$ cat src/rtl/fetch_stage.sv
// rtl/fetch_stage.sv - IF stage: PC, imem handshake, one-entry hold buffer, IF/ID register
module fetch_stage #(
    parameter int                    PC_WIDTH    = 32,
    parameter int                    INSTR_WIDTH = 32,
    parameter logic [PC_WIDTH-1:0]   RESET_PC    = '0
) (
    input  logic                     clk,
    input  logic                     rst_n,
    input  logic                     PCwrite,
    input  logic                     IF_ID_write,
    input  logic                     redirect_valid,
    input  logic [PC_WIDTH-1:0]      redirect_pc,
    output logic                     imem_req,
    output logic [PC_WIDTH-1:0]      imem_addr,
    input  logic                     imem_ready,
    input  logic [INSTR_WIDTH-1:0]   imem_rdata,
    output logic [INSTR_WIDTH-1:0]   if_id_instr,
    output logic [PC_WIDTH-1:0]      if_id_pc4,
    output logic                     if_id_valid,
    output logic [15:0]              stall_cycles
);

    typedef enum logic [1:0] {
        S_START = 2'd0,
        S_FETCH = 2'd1,
        S_HOLD  = 2'd2
    } state_t;

    state_t                  state_q, state_d;
    logic [PC_WIDTH-1:0]     pc_q, pc_d;
    logic [INSTR_WIDTH-1:0]  hold_instr_q, hold_instr_d;
    logic                    hold_valid_q, hold_valid_d;
    logic [INSTR_WIDTH-1:0]  if_id_instr_q, if_id_instr_d;
    logic [PC_WIDTH-1:0]     if_id_pc4_q, if_id_pc4_d;
    logic                    if_id_valid_q, if_id_valid_d;
    logic [15:0]             stall_q, stall_d;

    logic                    in_hold;
    logic                    avail;
    logic                    advance;
    logic [INSTR_WIDTH-1:0]  instr_src;
    logic [PC_WIDTH-1:0]     pc_plus4;
    logic [PC_WIDTH-1:0]     redirect_aligned;

    // Handshake qualifiers and the datapath values shared by every branch below
    always_comb begin
        in_hold          = (state_q == S_HOLD) && hold_valid_q;
        avail            = in_hold || ((state_q == S_FETCH) && imem_ready);
        instr_src        = in_hold ? hold_instr_q : imem_rdata;
        advance          = avail && PCwrite && IF_ID_write && !redirect_valid;
        pc_plus4         = pc_q + PC_WIDTH'(4);
        redirect_aligned = redirect_pc & ~PC_WIDTH'(3);
    end

    // Next-state logic: redirect beats advance, advance beats capture/stall
    always_comb begin
        state_d       = state_q;
        pc_d          = pc_q;
        hold_instr_d  = hold_instr_q;
        hold_valid_d  = hold_valid_q;
        if_id_instr_d = if_id_instr_q;
        if_id_pc4_d   = if_id_pc4_q;
        if_id_valid_d = if_id_valid_q;
        stall_d       = stall_q;

        if (redirect_valid) begin
            // Flush: the wrong-path instruction (held or arriving now) is dropped
            pc_d          = redirect_aligned;
            state_d       = S_FETCH;
            hold_valid_d  = 1'b0;
            if_id_instr_d = '0;
            if_id_valid_d = 1'b0;
        end else if (advance) begin
            pc_d          = pc_plus4;
            state_d       = S_FETCH;
            hold_valid_d  = 1'b0;
            if_id_instr_d = instr_src;
            if_id_pc4_d   = pc_plus4;
            if_id_valid_d = 1'b1;
        end else begin
            if (state_q == S_START) begin
                state_d = S_FETCH;
            end else if ((state_q == S_FETCH) && imem_ready) begin
                // Park the returned word so the same address is never fetched twice
                hold_instr_d = imem_rdata;
                hold_valid_d = 1'b1;
                state_d      = S_HOLD;
            end
            if (IF_ID_write) begin
                if_id_instr_d = '0;
                if_id_valid_d = 1'b0;
            end
        end

        if ((state_q != S_START) && !advance && (stall_q != 16'hFFFF)) begin
            stall_d = stall_q + 16'd1;
        end
    end

    // State and pipeline register update
    always_ff @(posedge clk or negedge rst_n) begin
        if (!rst_n) begin
            state_q       <= S_START;
            pc_q          <= RESET_PC;
            hold_instr_q  <= '0;
            hold_valid_q  <= 1'b0;
            if_id_instr_q <= '0;
            if_id_pc4_q   <= '0;
            if_id_valid_q <= 1'b0;
            stall_q       <= '0;
        end else begin
            state_q       <= state_d;
            pc_q          <= pc_d;
            hold_instr_q  <= hold_instr_d;
            hold_valid_q  <= hold_valid_d;
            if_id_instr_q <= if_id_instr_d;
            if_id_pc4_q   <= if_id_pc4_d;
            if_id_valid_q <= if_id_valid_d;
            stall_q       <= stall_d;
        end
    end

    // Output mapping
    always_comb begin
        imem_req     = (state_q == S_FETCH);
        imem_addr    = pc_q;
        if_id_instr  = if_id_instr_q;
        if_id_pc4    = if_id_pc4_q;
        if_id_valid  = if_id_valid_q;
        stall_cycles = stall_q;
    end

endmodule
$ cat config.mk
export PLATFORM = sky130hd
export DESIGN_NAME = fetch_stage
export DESIGN_NICKNAME = d
export VERILOG_FILES = /design/src/rtl/fetch_stage.sv
export SDC_FILE = /design/constraint.sdc
export NUM_CORES = 1
export LEC_CHECK = 0
export BUFFER_PORTS_ARGS = -buffer_cell sky130_fd_sc_hd__clkbuf_2
export CORE_MARGIN = 2
export CORE_UTILIZATION = 53
export CTS_BUF_LIST = sky130_fd_sc_hd__clkbuf_4 sky130_fd_sc_hd__clkbuf_8 sky130_fd_sc_hd__clkbuf_16
export CTS_CLUSTER_DIAMETER = 200
export CTS_CLUSTER_SIZE = 14
export DETAILED_ROUTE_END_ITERATION = 6
export MAX_ROUTING_LAYER = met4
export PLACE_DENSITY_LB_ADDON = 0.08
export SYNTH_ARGS = -nofsm -noshare
export SYNTH_HDL_FRONTEND = slang
export SYNTH_SLANG_ARGS = --single-unit
$ cat constraint.sdc
create_clock -name clk -period 2.5 [get_ports clk]
set_clock_uncertainty 0.05 [all_clocks]
set_input_delay 0.5 -clock clk [delete_from_list [all_inputs] [get_ports clk]]
set_output_delay 0.5 -clock clk [all_outputs]
set_load 0.02 [all_outputs]
Yosys cells after proc, flatten, opt, wreduce, memory -nomap -nowiden

Cells that the tools add are included.

Input bits: 70
Flip-flop bits (word level): 148

Add/subtract/negate cells: 2
Bitwise logic cells: 3
Muxes and demuxes: 17
Reductions and logical operators: 19
Equal/unequal tests: 4

Operators with widths:

| operator              | count |
|---|---|
| $mux 32               | 6 |
| $add 32x3->32 const B | 1 |
| $add 16x1->16 const B | 1 |
| $ne 16x16->1 const B  | 1 |
| $mux 2                | 4 |
| $logic_and 1x1->1     | 7 |
| $mux 1                | 7 |
| $reduce_bool 3->1     | 2 |
| $reduce_and 2->1      | 2 |
| $reduce_and 4->1      | 1 |
| $reduce_bool 2->1     | 2 |
| $reduce_bool 4->1     | 1 |
| $ne 3x3->1 const B    | 1 |
| $not 1->1             | 3 |
| $eq 2x1->1 const B    | 1 |
| $eq 2x2->1 const B    | 1 |
| $logic_not 1->1       | 2 |
| $logic_not 2->1       | 1 |
| $logic_or 1x1->1      | 1 |

Longest topological paths before layout

Depth in word-level cells: 9
Gate-level depth with buffers: 8
Gate-level depth less buffers: 6

Worst setup path after synthesis

No wires, ideal clock.

Kind: register to register
Start: register pc_q[13] (netlist: imem_addr[13])
End: register pc_q[24] (netlist: imem_addr[24])
Library setup time: 125 ps
Slack: 246 ps
Arrival time: 2080 ps
Stages on the path, launching flop included: 7
Cell sequence: dfrtp_1 buf_2 nand4_2 nor4_1 nand3_1 xnor2_1 mux2_2

Cells in the longest elaborated chain, start to end: 3

Ends and longest elaborated chain:

| what                   | line | text |
|---|---|---|
| start, declared        | 30   | `logic [PC_WIDTH-1:0] pc_q, pc_d;` |
| start signal, assigned | 113  | `pc_q <= pc_d;` |
| $add 32x3->32          | 51   | `pc_plus4 = pc_q + PC_WIDTH'(4);` |
| $mux 32                | 73   | `end else if (advance) begin` |
| $mux 32                | 66   | `if (redirect_valid) begin` |

Every way passes these cells. The select of a mux whose other input is x is not followed.
A chain may end at the register's enable or synchronous reset.

Final worst setup path

Start: register pc_q[4] (netlist: imem_addr[4])
End: register pc_q[31] (netlist: imem_addr[31])

The elaborated chain is that of the path after synthesis.

==> run metrics <==
Final #Nets 915; CTS HTree Levels 4; DRC 0; first-pass GRT wire length between 20000 and 30000 um; layout cells sized above 1 0.320; largest net degree at the start of global routing 72; Core Area 0.0126 mm2; Die Footprint between 0.01 and 0.015 mm2; Worst EP arrival between 2000 and 3000 ps; crit path from imem_addr[4]$_DFFE_PN0P_; commonest non-fill, non-tap cell in the layout clkbuf_2; multi-input logic area 0.00305 mm2; Post-DP HPWL 11300 um; grt ovf 0; Die Wd 118 um; CTS Buffer Depth 2; Slew Limit Fails 0; Worst Hold Class in -> async; final setup vio count 0; WL final about 16000 um; synthesized instance count roughly 670; max cap viols 0; total CTS buffers 17; Avg Inst Size Synth 10.2 um2; Leakage 4.16 nW; row count slightly above 40; GRT busiest layer met2; worst path required time 2790 ps; GR Util met2 0.380; commonest non-fill, non-tap cells in the layout clkbuf_2, dfrtp_1, nand2_1; normalized max-slew margin 0.547; port bufs 177; Mapped Area 0.00684 mm2; TritonRoute pass-1 iters 4; area delta synth->final 25.0%; Setup TNS 0 ps; Clk pin slew, worst setup/hold paths about 60 ps; Area after DPL 0.00797 mm2; sequential share of the synthesized area 0.527; io pins 184; via/cell ratio ~5.3; final count of hold timing violations 0; final hold slack 21.7 ps; kind of end point of the critical path register; power density cells between 800 and 900 mW/mm2; Worst-Margin Slew 674 ps; WS Path Type reg -> reg; later-pin clock latency in the skew report 420 ps; Vias 5453; period utilisation layout 0.911; CTS resizes 0; CTS tree built; hold_buf cts 0; Fmax 0.439 GHz; final worst path period need 2280 ps; synth unique cells 43; number of global-route vias before repair 5441; status completed; root buffer selected by CTS clkbuf_16; met3 usage 0.0610; met1 Track Usage GR 0.337; Setup Fix Bufs, Post-CTS 0; initial core utilization 0.542; Die Height roughly 120 um; CP startpoint kind register; YS warnings 0; worst IR drop on VDD 0.510 mV; antenna-violating nets left 0; DR WL/cell 16.0 um; Yosys reg bits 144; initial antenna violation count 0; reg2reg start imem_addr[4]$_DFFE_PN0P_; unrepaired setup endpoints after global routing no; post-route cell area 0.00855 mm2; Initial DRC Count 326; n_diodes 0; Fill cells 1100; GPL Wtd Cong ~0.86; Num Clock Sinks 144; Seq. cell area 0.00360 mm2; CP max FO 8; Global Route Usage Sum 0.252
-- layout make-up --
class                           count  area share
Timing Repair Buffer              196       0.127
Tap cell                          172      0.0252
Clock inverter                     10      0.0130
Inverter                            4     0.00176
Clock buffer                       20      0.0546
Multi-Input combinational cell    480       0.357
Sequential cell                   144       0.422
-- layer usage --
metal | part of all wire | vias to the layer above
li1 | - | 2648
met1 | 0.46 | 2623
met2 | 0.46 | 164
met3 | 0.060 | 18
met4 | 0.016 | 0
met5 | 0 | -
-- cell usage after synthesis --
| library cell | n | area [um2] |
|---|---|---|
| a211o_1 | 1 | 8.76 |
| a21boi_0 | 1 | 7.51 |
| a21o_1 | 2 | 15.0 |
| a21oi_1 | 2 | 10.0 |
| a31oi_1 | 1 | 6.26 |
| and2_0 | 1 | 6.26 |
| and2_1 | 2 | 12.5 |
| and3_1 | 6 | 37.5 |
| and3b_1 | 1 | 8.76 |
| and4_1 | 6 | 52.6 |
| buf_1 | 3 | 11.3 |
| buf_2 | 14 | 70.1 |
| buf_4 | 4 | 30.0 |
| clkbuf_1 | 22 | 82.6 |
| clkbuf_2 | 1 | 5.00 |
| conb_1 | 1 | 3.75 |
| dfrtp_1 | 144 | 3600 |
| ha_1 | 2 | 25.0 |
| inv_1 | 4 | 15.0 |
| mux2_2 | 37 | 417 |
| mux2i_1 | 33 | 330 |
| nand2_1 | 115 | 432 |
| nand3_1 | 24 | 120 |
| nand3_2 | 1 | 10.0 |
| nand3b_1 | 2 | 15.0 |
| nand4_1 | 24 | 150 |
| nand4_2 | 1 | 12.5 |
| nor2_1 | 23 | 86.3 |
| nor2b_1 | 2 | 12.5 |
| nor3_1 | 11 | 55.1 |
| nor3_2 | 1 | 10.0 |
| nor3b_1 | 2 | 15.0 |
| nor4_1 | 7 | 43.8 |
| nor4b_1 | 1 | 8.76 |
| o211ai_2 | 1 | 12.5 |
| o21a_1 | 1 | 7.51 |
| o21ai_0 | 90 | 450 |
| or2_1 | 1 | 6.26 |
| or2_2 | 2 | 12.5 |
| or3_1 | 3 | 18.8 |
| or4_1 | 2 | 15.0 |
| xnor2_1 | 26 | 228 |
| xor2_1 | 41 | 359 |
-- critical path, stage by stage, from the launching register on --
cell     delay, ps
dfrtp_1        470
nand3_2        180
or3_1          580
or3_1          380
or3_1          350
a31oi_1        180
-- sequential cells by signal, summed over array words and instances, names as in the netlist --
register / cells
if_id_pc4: 30
stall_cycles: 16
imem_addr: 30
if_id_valid: 1
if_id_instr: 32
hold_valid_q: 1
state_q: 2
hold_instr_q: 32
-- final timing paths --
path / slack [ps] / endpoint / cells past startpoint
worst max-delay path: 220 / imem_addr[31]$_DFFE_PN0P_ / 5
worst min-delay path: 20 / if_id_instr[21]$_DFFE_PN0P_ / 1
worst max register to register: 220 / imem_addr[31]$_DFFE_PN0P_ / 5
worst min register to register: 430 / if_id_pc4[18]$_DFFE_PN0P_ / 2
max in group asynchronous: 1700 / imem_addr[27]$_DFFE_PN0P_ / 2
min in group clk: 230 / imem_addr[8]$_DFFE_PN0P_ / 3
-- metrics by stage --
step                setup slack [ps]   util  power (mW)  cells
detailed placement               227  0.632        4.52    996
finish                           223  0.677        6.96   1026
floorplan                        246      -        3.93    672
global placement                 328  0.632        4.46    996
CTS                              213  0.677        7.01   1026
global route                    77.2  0.677        7.30   1026
-- kinds of logic after synthesis --
group                    synth area share
multiplexers                        0.109
XOR/XNOR                           0.0858
other                            0.000548
buffers and inverters              0.0313
flip-flops                          0.527
AND/OR/NAND/NOR                     0.167
adder cells (fa/ha/maj)           0.00366
AO/OA/AOI/OAI                      0.0757
-- where the power goes --
part           total [mW]  internal (mW)  switching (mW)
Sequential           3.07           2.74           0.337
Clock                2.48           1.53           0.953
Combinational        1.40          0.565           0.835
Note: power is estimated with default switching activity, not from simulation.
